--- config.mk ---
export PLATFORM = sky130hd
export DESIGN_NAME = ctrl_input_gen
export DESIGN_NICKNAME = d
export VERILOG_FILES = /design/src/rtl/ctrl_input_pkg.sv /design/src/rtl/btn_debounce.sv /design/src/rtl/ctrl_input_gen.sv
export SDC_FILE = /design/constraint.sdc
export NUM_CORES = 1
export LEC_CHECK = 0
export ABC_AREA = 1
export CAP_MARGIN = 20
export CELL_PAD_IN_SITES_DETAIL_PLACEMENT = 0
export CELL_PAD_IN_SITES_GLOBAL_PLACEMENT = 2
export CORE_MARGIN = 5
export CORE_UTILIZATION = 36
export CTS_CLUSTER_SIZE = 25
export DETAILED_ROUTE_END_ITERATION = 10
export DONT_BUFFER_PORTS = 1
export PLACE_DENSITY_LB_ADDON = 0.1
export SYNTH_ARGS = -nofsm -noshare
export SYNTH_HDL_FRONTEND = slang
export SYNTH_SLANG_ARGS = --single-unit
export TNS_END_PERCENT = 30
--- constraint.sdc ---
create_clock -name clk_i -period 2.4 [get_ports clk_i]
set_clock_uncertainty 0.2 [all_clocks]
set_input_delay 0.12 -clock clk_i [delete_from_list [all_inputs] [get_ports clk_i]]
set_output_delay 0.12 -clock clk_i [all_outputs]
set_load 0.005 [all_outputs]
--- src/rtl/ctrl_input_pkg.sv ---
// Shared widths, switch modes and button indices for the controller input front end.
package ctrl_input_pkg;

  localparam int BTN_SZ = 3;
  localparam int SW_SZ  = 2;

  localparam int BTN_RST = 0;
  localparam int BTN_ADD = 1;
  localparam int BTN_SUB = 2;

  localparam int CLK_HZ_DEF    = 125_000_000;
  localparam int DB_CYCLES_DEF = 1_000_000;

  typedef enum logic [SW_SZ-1:0] {
    SW_NORMAL = 2'b00,
    SW_ADJ_GR = 2'b01,
    SW_ADJ_RD = 2'b10
  } sw_mode_e;

  // Only add/minus may auto-repeat; reset-to-default must fire once per press.
  localparam logic [BTN_SZ-1:0] REPEAT_MASK =
    BTN_SZ'((1 << BTN_ADD) | (1 << BTN_SUB)) & ~BTN_SZ'(1 << BTN_RST);

  function automatic logic [BTN_SZ-1:0] lowest_bit(input logic [BTN_SZ-1:0] req);
    return req & (~req + 1'b1);
  endfunction

endpackage

--- src/rtl/btn_debounce.sv ---
// Two-flop synchronizer followed by a consecutive-stable-cycle debouncer.
// rise_o pulses in the first cycle the debounced level reads high.
module btn_debounce #(
  parameter int DB_CYCLES = 4
) (
  input  logic clk_i,
  input  logic rst_i,
  input  logic in_i,
  output logic lvl_o,
  output logic rise_o
);

  localparam int CW = (DB_CYCLES > 1) ? $clog2(DB_CYCLES) : 1;
  localparam logic [CW-1:0] CNT_LAST = CW'(DB_CYCLES - 1);

  logic [1:0]    sync;
  logic [CW-1:0] cnt;

  always_ff @(posedge clk_i) begin
    if (!rst_i) begin
      sync   <= '0;
      cnt    <= '0;
      lvl_o  <= 1'b0;
      rise_o <= 1'b0;
    end else begin
      sync   <= {sync[0], in_i};
      rise_o <= 1'b0;
      if (sync[1] == lvl_o) begin
        cnt <= '0;
      end else if (cnt == CNT_LAST) begin
        cnt    <= '0;
        lvl_o  <= ~lvl_o;
        rise_o <= ~lvl_o;
      end else begin
        cnt <= cnt + 1'b1;
      end
    end
  end

endmodule

--- src/rtl/ctrl_input_gen.sv ---
// Count-down tick divider plus debounced, arbitrated button events and switch levels.
// Define CTRL_INPUT_AUTO_REPEAT_EN to auto-repeat the add/minus buttons while held.
module ctrl_input_gen
  import ctrl_input_pkg::*;
#(
  parameter int CLK_HZ       = CLK_HZ_DEF,
  parameter int TICK_HZ      = 1,
  parameter int DB_CYCLES    = DB_CYCLES_DEF,
  parameter int REPEAT_DELAY = 60_000_000,
  parameter int REPEAT_RATE  = 40_000_000
) (
  input  logic              clk_i,
  input  logic              rst_i,
  input  logic [BTN_SZ-1:0] btn_raw_i,
  input  logic [SW_SZ-1:0]  sw_raw_i,
  output logic              time_o,
  output logic [BTN_SZ-1:0] btn_o,
  output logic [SW_SZ-1:0]  sw_o
);

  localparam int TICK_DIV = CLK_HZ / TICK_HZ;
  localparam int TW = $clog2(TICK_DIV);
  localparam logic [TW-1:0] TICK_LAST = TW'(TICK_DIV - 1);
  localparam logic [TW-1:0] TICK_PRE  = TW'(TICK_DIV - 2);
  // An illegal parameter set keeps the tick silent rather than producing a bogus rate.
  localparam bit CFG_OK = (TICK_DIV >= 2) && (DB_CYCLES >= 1) &&
                          (REPEAT_DELAY >= 1) && (REPEAT_RATE >= 1);

  logic [TW-1:0]     tick_cnt;
  logic [BTN_SZ-1:0] btn_lvl;
  logic [BTN_SZ-1:0] btn_rise;
  logic [BTN_SZ-1:0] rep_req;
  logic [BTN_SZ-1:0] btn_req;
  logic [SW_SZ-1:0]  sw_lvl;
  logic [SW_SZ-1:0]  sw_rise;
  logic              unused_sw_rise;

  assign unused_sw_rise = &{1'b0, sw_rise};

  always_ff @(posedge clk_i) begin
    if (!rst_i) begin
      tick_cnt <= '0;
      time_o   <= 1'b0;
    end else begin
      tick_cnt <= (tick_cnt == TICK_LAST) ? '0 : tick_cnt + 1'b1;
      time_o   <= CFG_OK && (tick_cnt == TICK_PRE);
    end
  end

  for (genvar i = 0; i < BTN_SZ; i++) begin : g_btn
    btn_debounce #(.DB_CYCLES(DB_CYCLES)) u_db (
      .clk_i  (clk_i),
      .rst_i  (rst_i),
      .in_i   (btn_raw_i[i]),
      .lvl_o  (btn_lvl[i]),
      .rise_o (btn_rise[i])
    );
  end

  for (genvar i = 0; i < SW_SZ; i++) begin : g_sw
    btn_debounce #(.DB_CYCLES(DB_CYCLES)) u_db (
      .clk_i  (clk_i),
      .rst_i  (rst_i),
      .in_i   (sw_raw_i[i]),
      .lvl_o  (sw_lvl[i]),
      .rise_o (sw_rise[i])
    );
  end

`ifdef CTRL_INPUT_AUTO_REPEAT_EN
  localparam int RMAX = (REPEAT_DELAY > REPEAT_RATE) ? REPEAT_DELAY : REPEAT_RATE;
  localparam int RW = $clog2(RMAX + 1);

  for (genvar i = 0; i < BTN_SZ; i++) begin : g_rep
    if (REPEAT_MASK[i]) begin : g_on
      logic [RW-1:0] rep_cnt;
      // Down-counter parked at the initial delay while released; reload with the rate on terminal count.
      always_ff @(posedge clk_i) begin
        if (!rst_i || !btn_lvl[i] || btn_rise[i]) begin
          rep_cnt <= RW'(REPEAT_DELAY - 1);
        end else if (rep_cnt == '0) begin
          rep_cnt <= RW'(REPEAT_RATE - 1);
        end else begin
          rep_cnt <= rep_cnt - 1'b1;
        end
      end
      assign rep_req[i] = btn_lvl[i] && !btn_rise[i] && (rep_cnt == '0);
    end else begin : g_off
      assign rep_req[i] = 1'b0;
    end
  end
`else
  logic unused_btn_lvl;
  assign unused_btn_lvl = &{1'b0, btn_lvl};
  assign rep_req = '0;
`endif

  assign btn_req = btn_rise | (rep_req & REPEAT_MASK);

  always_ff @(posedge clk_i) begin
    if (!rst_i) begin
      btn_o <= '0;
      sw_o  <= SW_NORMAL;
    end else begin
      btn_o <= lowest_bit(btn_req);
      sw_o  <= sw_lvl;
    end
  end

endmodule

After elaboration in Yosys (flattened, before gate mapping)
Cells that the tools add are included.

cells by class
  reductions and logical operators = 14
  divide/modulo/power cells = 0
  multiply operators = 0
  equality and inequality tests = 12
  bitwise gates (word level) = 16
  shifts and indexed selects = 0
  $lt $le $gt $ge = 0
  add/subtract/negate cells = 7
  multiplexer cells = 0

operators with widths
  kind                                           number
  adder 20 x 1 -> 20 bit, second input constant  5
  == test 20 bit, second input constant          5
  == test 27 bit, second input constant          2
  adder 27 x 1 -> 27 bit, second input constant  1
  OR reduction 3 bit                             8
  NOT 1 bit                                      14
  AND reduction 2 bit                            5
  == test 1 bit                                  5
  adder 3 x 1 -> 3 bit, second input constant    1
  AND 3 bit                                      1
  NOT 3 bit                                      1
  OR reduction 2 bit                             1

word-level totals
  RAM bits = 0
  bits in latches = 0
  input port bits = 7
  memories = 0
  register bits after elaboration = 151
  ROM bits = 0

Depth between registers and ports, before layout
Gate-level depths: netlist (run 1).

  depth after elaboration = 3
  gate-level depth with buffers = 9
  depth with buffers taken out = 8

Hierarchy
From an unflattened synthesis (run 1), not the netlist that was laid out.

unflattened totals
  cell total of the unflattened synthesis = 1,073
  area total of the unflattened synthesis = 7,682.4 sq um

modules (own cells, without submodules)
  module          area an instance (sq um)  instances  seq. area each (sq um)  cells an instance
  btn_debounce    1,202.4                   5          480.5                   165
  ctrl_input_gen  1,670.4                   1          660.6                   248

Worst setup path before layout (run 1)
OpenSTA, ideal clock, no wires.

  kind = flip-flop to flip-flop
  start = register g_btn[2].u_db.cnt[0]
  end = register g_btn[2].u_db.cnt[11]
  required time = 2.085 ns
  arrival time = 1.365 ns
  setup time = 0.115 ns
  setup slack = 0.720 ns
  cell stages (with the launch flop) = 8
  cell sequence = dfxtp_1 > ha_1 > nand3_2 > nor2_4 > nand3_4 > nand2_4 > buf_12 > nor2_2

on the way
  cells in the longest elaborated chain, start to end = 2
  elaborated cells on any way between the ends = 3
  classes of those cells = add/sub (1); eq/ne (1); reduce/logical (1)

ends and longest elaborated chain
  element                                                         line                RTL
  from (decl)                                                     btn_debounce.sv:17  logic [CW-1:0] cnt;
  from (signal assigned)                                          btn_debounce.sv:35  cnt <= cnt + 1'b1;
  branches (longest 2 deep; another with adder 20 x 1 -> 20 bit)  --

Several ways; the timed one is not identified.
A chain may end at the register's enable or synchronous reset.

Worst setup path after layout (run 1)
  start = register g_btn[2].u_db.cnt[0]
  end = register g_btn[2].u_db.cnt[13]

The elaborated chain is that of the path after synthesis.

==> results of run 1 <==
==> cells by family after synthesis <==
logic type / count (synthesis)
AOI/OAI and AO/OA: 71
buffers and inverters: 124
xor gates and xnor gates: 54
and+or+nand+nor: 741
adders and majority gates: 7
DFF: 151
==> registers in the layout, summed over array words and instances (netlist names), 3 cells and up <==
name               count
g_btn.u_db.cnt        60
g_sw.u_db.cnt         40
tick_cnt              27
g_btn.u_db.sync        6
g_sw.u_db.sync         4
btn_o                  3
g_btn.u_db.lvl_o       3
g_btn.u_db.rise_o      3
==> metal layers <==
metal	GRT usage	wire length (um)	vias up
met4	0.0396	201	0
met2	0.253	8080	58
met1	0.199	8870	2918
met3	0.0330	381	14
met5	0	0	-
li1	-	-	3632
==> worst paths after layout <==
kind                         startpoint               endpoint  slack, ns  depth (start not counted)
setup / recovery   g_btn[2].u_db.cnt[0]  g_btn[2].u_db.cnt[13]       0.51                          6
hold / removal             btn_raw_i[1]  g_btn[1].u_db.sync[0]       0.14                          3
setup reg to reg   g_btn[2].u_db.cnt[0]  g_btn[2].u_db.cnt[13]       0.51                          6
hold reg to reg   g_btn[2].u_db.sync[0]  g_btn[2].u_db.sync[1]       0.21                          2
==> worst max-delay path: cells and delay by family, from the launching register on <==
kind	cells	cell delay, ns
and+or+nand+nor	4	0.74
DFF	1	0.42
adders and majority gates	1	0.32
AOI/OAI and AO/OA	1	0.07
==> where the power goes <==
part           leakage [nW]  internal [mW]  total, mW  switching [mW]
clock network         0.308           1.90       2.95            1.05
logic                  1.14         0.0266     0.0746          0.0479
registers              1.22           2.52       2.53          0.0104
total                  2.67           4.45       5.56            1.11
==> cell type report <==
class / instances / area, sq um
fill: 2241 / 12300
clock inverter: 12 / 199
clock buffer: 20 / 457
tap: 275 / 344
inverter: 113 / 424
timing repair buffer: 10 / 110
sequential: 151 / 3020
multi-input combinational: 873 / 4120
==> layout by cell type, fill, tap and decap left out, drive strengths merged <==
master       netlist  routed
dlygate4sd3        0       6
nand4             24      24
dfxtp            151     151
nand3b             8       8
xor2              34      34
inv              113     113
o21bai             5       5
a21oi             55      55
nand2            312     312
bufinv             0       5
clkbuf             2      20
xnor2             20      20
o21ai             11      11
and2               3       3
nor3b              2       2
nor2b              1       1
buf                9       4
ha                 7       7
nor3              10      10
nor2             285     285
nand3             82      82
or2               14      14
clkinvlp           0       4
clkinv             0       3
==> cells in the mapped netlist <==
cell      number
nand2_1      306
nor2_1       267
dfxtp_1      151
inv_1        112
nand3_1       75
a21oi_1       51
xor2_1        34
nand4_1       24
xnor2_1       20
nor2_2        15
nor3_1        10
o21ai_0       10
nand3b_1       8
or2_0          8
ha_1           7
nand3_2        6
or2_2          6
buf_6          5
o21bai_1       5
a21oi_2        3
and2_1         3
buf_4          3
nand2_2        3
nand2_4        3
nor2_4         3
clkbuf_1       2
nor3b_1        2
a21oi_4        1
buf_12         1
inv_2          1
nand3_4        1
nor2b_1        1
o21ai_1        1
==> through the flow <==
step	cells	util	setup slack, ns	hold slack, ns
after floorplan	1148	-	0.720	0.0176
after global placement	1415	0.378	0.575	0.0228
after detailed placement	1415	0.378	0.497	0.0257
after CTS	1453	0.412	0.102	0.122
after global routing	1454	0.413	0.376	0.151
final	1454	0.413	0.512	0.141
==> impl_metrics.env, run 1 <==
export IMPL_outcome="completed"
export IMPL_remaining_routing_drc_violations=0
export IMPL_max_stage_delay_ns=0.42
export IMPL_initial_antenna_violation_count=0
export IMPL_synth_cell_type_count=33
export IMPL_rows=53
export IMPL_fp_dieArea_sq_um=24300
export IMPL_setup_viol=0
export IMPL_grt_use_total=0.152
export IMPL_synth_simple_gate_area_frac=0.413
export IMPL_final_max_slew_viol_count=0
export IMPL_cp_data_arrival_time_ns=1.98
export IMPL_cts_inserted_buffers=17
export IMPL_post_synth_mux_area_share=0
export IMPL_share_of_the_yosys_chip_area_belonging_to_registers=0.394
export IMPL_power_density_cell_area_nw_per_um2=640
export IMPL_synthesis_nets=1162
export IMPL_tritoncts="built"
export IMPL_synthesis_area_per_instance_sq_um=6.69
export IMPL_timing_setup_tns_ns=0
export IMPL_ant_nets=0
export IMPL_die_width_um=156
export IMPL_drive_gt1_frac=0.0653
export IMPL_synth_adder_area_share=0.0114
export IMPL_num_io_pins=13
export IMPL_setup_worst_path_end_class="register"
export IMPL_clock_tree_htree_level_count=4
export IMPL_first_global_vias=6426
export IMPL_grt_pass1_wl_um=30300
export IMPL_first_pass_iters=4
export IMPL_synth_compound_area_frac=0.0509
export IMPL_worst_path_max_fanout=19
export IMPL_core_region_area_sq_um=21000
export IMPL_fin_crit_ns=1.89
export IMPL_synth_xor_area_share=0.0616
export IMPL_pin_count_of_the_biggest_net_entering_global_routing=30
export IMPL_critical_path_cell_chain="ha_1, nand3_2, nor2_4, nand3_4, nand2_4, a21oi_1"
export IMPL_worstSetupPathType="reg -> reg"
export IMPL_power_leakage_nw=2.67
export IMPL_initial_utilization=0.365
export IMPL_max_cap_violations=0
export IMPL_worst_endpoint_required_ns=2.49
export IMPL_yosys_register_bits=151
export IMPL_worst_path_max_delay_cell="dfxtp_1"
export IMPL_detail_route_vias_per_cell=4.55
export IMPL_post_route_cell_area_sq_um=8680
export IMPL_final_weighted_congestion_in_routability_driven_placement=0.803
export IMPL_global_route_overflow_total=0
export IMPL_yosysTopAreaCellShare=0.394
export IMPL_worst_pin_slew_ns=0.416
export IMPL_postPlaceCellArea_sq_um=7940
export IMPL_io_buffers=0
export IMPL_dr_total_vias=6622
export IMPL_drt_total_wl_um=17500
export IMPL_area_growth_synth_to_finish_pct=13.1
export IMPL_netlist_top_cell_by_area="dfxtp_1"
export IMPL_fmaxAchievable_mhz=530
export IMPL_grt_setup_unrepaired="no"
export IMPL_detail_route_iter0_violations=252
export IMPL_post_cts_resized_instances=0
export IMPL_fin_nets=1180
export IMPL_antenna_cells_inserted=0
export IMPL_power_ir_vdd_worst_mv=0.436
export IMPL_die_height_um=156
export IMPL_clk_transition_reported_paths_ns=0.06
export IMPL_netlist_top_cells_area="dfxtp_1 (39%), nand2_1 (15%), nor2_1 (13%), inv_1 (5.5%), nand3_1 (4.9%)"
export IMPL_cts_hold_buffers=6
export IMPL_synth_warnings=0
export IMPL_hold_path_class="in -> reg"
export IMPL_layout_worst_path_cycle_share=0.787
export IMPL_synthesis_area_sq_um=7680
export IMPL_clockBufferDepth=2
export IMPL_dpl_hpwl_um=13300
export IMPL_numClockSinks=151
export IMPL_synth_cells=1148
export IMPL_clock_insertion_delay_worst_skew_ns=0.42
export IMPL_route_detailed_wl_per_inst_um=12.1
export IMPL_post_cts_setup_buffer_count=0
export IMPL_start_kind="register"
export IMPL_timing_final_hold_violations=0
export IMPL_maxSlewHeadroom=0.721
export IMPL_root_buffer="clkbuf_16"
export IMPL_dominant_combinational_cell_family_by_area_after_synthesis="simple AND/OR/NAND/NOR gates"
export IMPL_power_mw=5.56
Power figures use the tool's default switching activity.
==> inputs of run 2 (changes only) <==
clock period = 1.9 ns   (was 2.4 ns; I/O delays follow)
==> impl_metrics.env, run 2 (synthesized netlist as in run 1, its figures left out) <==
export IMPL_outcome="completed"
export IMPL_core_region_area_sq_um=21000
export IMPL_first_pass_iters=4
export IMPL_final_weighted_congestion_in_routability_driven_placement=0.781
export IMPL_power_density_cell_area_nw_per_um2=777
export IMPL_antenna_cells_inserted=0
export IMPL_sequential_group_share_of_total_power=0.462
export IMPL_largest_register="g_btn.u_db.cnt"
export IMPL_multi_input_area_sq_um=4130
export IMPL_die_width_um=156
export IMPL_drt_total_wl_um=18300
export IMPL_power_ir_vdd_worst_mv=0.493
export IMPL_area_growth_synth_to_finish_pct=15.9
export IMPL_mostFrequentLayoutCell="nand2_1"
export IMPL_grt_pass1_wl_um=31200
export IMPL_switching_power_mw=1.48
export IMPL_worst_path_max_fanout=18
export IMPL_numClockSinks=151
export IMPL_dpl_hpwl_um=13700
export IMPL_root_buffer="clkbuf_16"
export IMPL_dr_total_vias=6753
export IMPL_start_kind="register"
export IMPL_drive_gt1_frac=0.0819
export IMPL_max_cap_violations=0
export IMPL_setup_worst_path_end_class="register"
export IMPL_clock_insertion_delay_worst_skew_ns=0.42
export IMPL_finalNonFillerCells=1484
export IMPL_pin_count_of_the_biggest_net_entering_global_routing=28
export IMPL_cts_inserted_buffers=17
export IMPL_filler_cell_count=2273
export IMPL_detail_route_vias_per_cell=4.55
export IMPL_power_frac_clock=0.523
export IMPL_largest_register_ffs=60
export IMPL_die_height_um=156
export IMPL_remaining_routing_drc_violations=0
export IMPL_fin_hold_ws_ns=0.116
export IMPL_initial_utilization=0.365
export IMPL_power_leakage_nw=2.78
export IMPL_dp_cells=1436
export IMPL_fin_nets=1210
export IMPL_detailedPlace_worstSlack_ns=0.119
export IMPL_clk_transition_reported_paths_ns=0.06
export IMPL_num_io_pins=13
export IMPL_tritoncts="built"
export IMPL_rows=53
export IMPL_switching_share=0.213
export IMPL_hold_path_class="in -> reg"
export IMPL_cp_data_arrival_time_ns=1.85
export IMPL_setup_ws_ns=0.155
export IMPL_grt_setup_unrepaired="yes"
export IMPL_internal_pwr_total_mw=5.44
export IMPL_timing_setup_tns_ns=0
export IMPL_route_detailed_wl_per_inst_um=12.3
export IMPL_first_global_vias=6575
export IMPL_global_route_overflow_total=0
export IMPL_clockBufferDepth=2
export IMPL_detail_route_iter0_violations=214
export IMPL_io_buffers=0
export IMPL_worstSetupPathType="reg -> reg"
export IMPL_most_common_layout_cells="nand2_1 (306), nor2_1 (265), dfxtp_1 (151)"
export IMPL_fin_crit_ns=1.75
export IMPL_grt_use_total=0.157
export IMPL_pwr_share_comb=0.014
export IMPL_register_area_sq_um=3020
export IMPL_setup_viol=0
export IMPL_fmaxAchievable_mhz=573
export IMPL_worst_endpoint_required_ns=2.00
export IMPL_final_max_slew_viol_count=0
export IMPL_initial_antenna_violation_count=0
export IMPL_clock_tree_htree_level_count=4
export IMPL_maxSlewHeadroom=0.518
export IMPL_layout_worst_path_cycle_share=0.918
export IMPL_ant_nets=0
export IMPL_worst_pin_slew_ns=0.724
export IMPL_timing_final_hold_violations=0
export IMPL_fp_dieArea_sq_um=24300
export IMPL_top_regs="g_btn.u_db.cnt (60), g_sw.u_db.cnt (40), tick_cnt (27)"
## run 2: cell count changes in the layout (fill, tap and decap cells not counted), moves of 2 or more
cell,before,now
clkinv_4,1,4
nor2_2,15,17
nor2_1,267,265
inv_6,0,2
clkbuf_8,2,0
dlygate4sd3_1,6,15
buf_4,3,24
## run 2: final cells by class
cell class,instances,share of cell area
Sequential cell,151,0.340
Inverter,113,0.0477
Tap cell,275,0.0387
Clock buffer,18,0.0482
Clock inverter,14,0.0225
Timing Repair Buffer,40,0.0385
Multi-Input combinational cell,873,0.465
## run 2: worst paths after layout
| path | from | to | slack, ns | cells past startpoint |
|---|---|---|---|---|
| worst max register to register | g_sw[0].u_db.cnt[0] | g_sw[0].u_db.cnt[12] | 0.15 | 6 |
| worst max-delay path | g_sw[0].u_db.cnt[0] | g_sw[0].u_db.cnt[12] | 0.15 | 6 |
| worst min register to register | g_sw[1].u_db.cnt[0] | g_sw[1].u_db.cnt[0] | 0.25 | 1 |
| worst min-delay path | rst_i | g_sw[0].u_db.sync[0] | 0.12 | 3 |
## run 2: per-stage QoR
stage	util	power (mW)	instance area [sq um]
floorplan	-	3.34	7680
global placement	0.385	3.34	8090
detailed placement	0.385	3.34	8090
CTS	0.423	7.04	8880
global route	0.423	7.19	8900
finish	0.423	6.91	8900
## run 2: what timing repair did
item                       CTS  global route
setup endpoints to repair    0            47
hold buffers                16             0
hold endpoints to repair    98             0
buffers inserted             0             0
resized for setup            0             4
## run 2: worst max-delay path, cell delays in order (launching register included)
cell	delay, ns
dfxtp_1	0.39
ha_1	0.23
nand3_2	0.17
nor2_1	0.21
nand3_2	0.14
nand2_4	0.22
nor2_1	0.08
## run 2: metal layers
metal | vias to the layer above | track usage | share of wire
met1 | 2985 | 0.202 | 0.49
met3 | 20 | 0.0288 | 0.021
met2 | 64 | 0.266 | 0.47
li1 | 3684 | - | -
met4 | 0 | 0.0529 | 0.016
met5 | - | 0 | 0
## run 2: power groups by stage
stage                     sequential [mW]  combinational [mW]  clock (mW)
after floorplan                      3.26              0.0715           0
after global placement               3.27              0.0784           0
after detailed placement             3.27              0.0775           0
after CTS                            3.19               0.100        3.75
after global routing                 3.20               0.113        3.88
final                                3.20              0.0987        3.62
==> inputs of run 3 (changes only) <==
CELL_PAD_IN_SITES_DETAIL_PLACEMENT = default   (was 0)
CELL_PAD_IN_SITES_GLOBAL_PLACEMENT = default   (was 2)
CORE_UTILIZATION = 60   (was 36)
PLACE_DENSITY = 0.76   (was default)
PLACE_DENSITY_LB_ADDON = default   (was 0.1)
==> impl_metrics.env, run 3 (synthesized netlist as in run 1, its figures left out) <==
export IMPL_outcome="completed"
export IMPL_post_cts_setup_buffer_count=0
export IMPL_initial_antenna_violation_count=0
export IMPL_grt_setup_unrepaired="no"
export IMPL_dr_total_vias=6906
export IMPL_initial_utilization=0.611
export IMPL_cts_inserted_buffers=17
export IMPL_fin_nets=1193
export IMPL_final_weighted_congestion_in_routability_driven_placement=0.945
export IMPL_first_pass_iters=6
export IMPL_max_stage_delay_ns=0.37
export IMPL_fin_crit_ns=1.72
export IMPL_layout_worst_path_cycle_share=0.905
export IMPL_numClockSinks=151
export IMPL_drive_gt1_frac=0.0713
export IMPL_regToRegSetupSlack_ns=0.18
export IMPL_worstSetupPathType="reg -> reg"
export IMPL_max_cap_violations=0
export IMPL_die_width_um=123
export IMPL_power_density_cell_area_nw_per_um2=786
export IMPL_timing_critical_path_buf_inv=1
export IMPL_clockBufferDepth=2
export IMPL_start_kind="register"
export IMPL_drt_total_wl_um=16100
export IMPL_filler_cell_count=1121
export IMPL_fin_hold_ws_ns=0.120
export IMPL_maxSlewHeadroom=0.437
export IMPL_layout_core_utilization=0.689
export IMPL_worst_path_stages=8
export IMPL_antenna_cells_inserted=0
export IMPL_worst_path_max_fanout=27
export IMPL_finalNonFillerCells=1364
export IMPL_grt_use_total=0.234
export IMPL_critical_path_top_delay_family="simple AND/OR/NAND/NOR gates"
export IMPL_largest_register_ffs=60
export IMPL_tritoncts="built"
export IMPL_clock_insertion_delay_worst_skew_ns=0.42
export IMPL_power_leakage_nw=2.72
export IMPL_rows=41
export IMPL_cp_data_arrival_time_ns=1.82
export IMPL_pin_count_of_the_biggest_net_entering_global_routing=28
export IMPL_setup_viol=0
export IMPL_dp_cells=1318
export IMPL_worst_pin_slew_ns=0.845
export IMPL_route_detailed_wl_per_inst_um=11.8
export IMPL_most_common_layout_cells="nand2_1 (306), nor2_1 (265), dfxtp_1 (151)"
export IMPL_first_global_vias=6661
export IMPL_setup_worst_path_end_class="register"
export IMPL_detail_route_iter0_violations=516
export IMPL_root_buffer="clkbuf_16"
export IMPL_clk_transition_reported_paths_ns=0.06
export IMPL_critical_path_reg2reg_startpoint="tick_cnt[0]"
export IMPL_power_mw=6.80
export IMPL_ant_nets=0
export IMPL_worst_r2r_endpoint="tick_cnt[13]"
export IMPL_worst_endpoint_required_ns=2.00
export IMPL_largest_register="g_btn.u_db.cnt"
export IMPL_top_regs="g_btn.u_db.cnt (60), g_sw.u_db.cnt (40), tick_cnt (27)"
export IMPL_fp_dieArea_sq_um=15200
export IMPL_worst_path_max_delay_cell="dfxtp_1"
export IMPL_die_height_um=123
export IMPL_worstSetupEndpoint="tick_cnt[13]"
export IMPL_io_buffers=0
export IMPL_grt_pass1_wl_um=28800
export IMPL_mostFrequentLayoutCell="nand2_1"
export IMPL_remaining_routing_drc_violations=0
export IMPL_worstRegToRegCells=8
export IMPL_hold_path_class="in -> reg"
export IMPL_fmaxAchievable_mhz=581
export IMPL_critical_path_cell_chain="ha_2, inv_1, nor2_2, nand3_1, nor2_1, nand2_1, nand2_8, a21oi_1"
export IMPL_clock_tree_htree_level_count=4
export IMPL_global_route_overflow_total=0
export IMPL_timing_final_hold_violations=0
export IMPL_power_ir_vdd_worst_mv=0.711
export IMPL_area_growth_synth_to_finish_pct=12.8
export IMPL_final_max_slew_viol_count=0
export IMPL_timing_setup_tns_ns=0
export IMPL_dpl_hpwl_um=11100
export IMPL_core_region_area_sq_um=12600
export IMPL_detail_route_vias_per_cell=5.06
export IMPL_worst_setup_path_startpoint="tick_cnt[0]"
export IMPL_num_io_pins=13
==> run 3: area by class of cell <==
type	count	area [sq um]	area share
flip-flops and latches	151	3020	0.349
repair buffers	23	223	0.0257
multi-input cells	873	4150	0.479
well taps	172	215	0.0249
clock buffers	22	484	0.0559
clock inverters	10	141	0.0163
inverters	113	424	0.0490
==> run 3: worst register-to-register path, cell delays in order, from the launching register on <==
cell	delay (ns)
dfxtp_1	0.37
ha_2	0.23
inv_1	0.06
nor2_2	0.15
nand3_1	0.09
nor2_1	0.10
nand2_1	0.13
nand2_8	0.19
a21oi_1	0.08
==> run 3: timing repair <==
item / 4_1_cts / 5_1_grt
hold endpoints to repair: 87 / 0
endpoints found under the setup margin: 0 / 88
hold buffers: 14 / 0
gates resized for setup: 0 / 7
==> run 3: stage by stage <==
step           setup WS (ns)  area [sq um]
2_1_floorplan          0.220          7680
3_3_place_gp           0.148          7870
3_5_place_dp           0.104          7870
4_1_cts             0.000554          8630
5_1_grt              0.00313          8660
6_report               0.180          8660
==> run 3: worst min path at each step <==
stage	start	end	depth (start not counted)
2_1_floorplan	btn_raw_i[0]	g_btn[0].u_db.sync[0]	2
3_3_place_gp	rst_i	g_sw[0].u_db.sync[0]	2
3_5_place_dp	rst_i	g_btn[2].u_db.sync[0]	2
4_1_cts	rst_i	g_sw[1].u_db.sync[0]	3
5_1_grt	rst_i	g_sw[0].u_db.sync[0]	3
6_report	rst_i	g_sw[0].u_db.sync[1]	3
==> run 3: report_power, final <==
part	switching (mW)	internal (mW)	leakage, nW	total, mW
Clock	1.30	2.21	0.303	3.51
Sequential	0.0126	3.18	1.22	3.20
Combinational	0.0573	0.0376	1.19	0.0949
Total	1.37	5.43	2.72	6.80
==> run 3: layer usage <==
layer	wire length, um	global-route usage
met1	7430	0.288
met2	7680	0.395
met3	579	0.0480
met4	450	0.102
met5	0	0
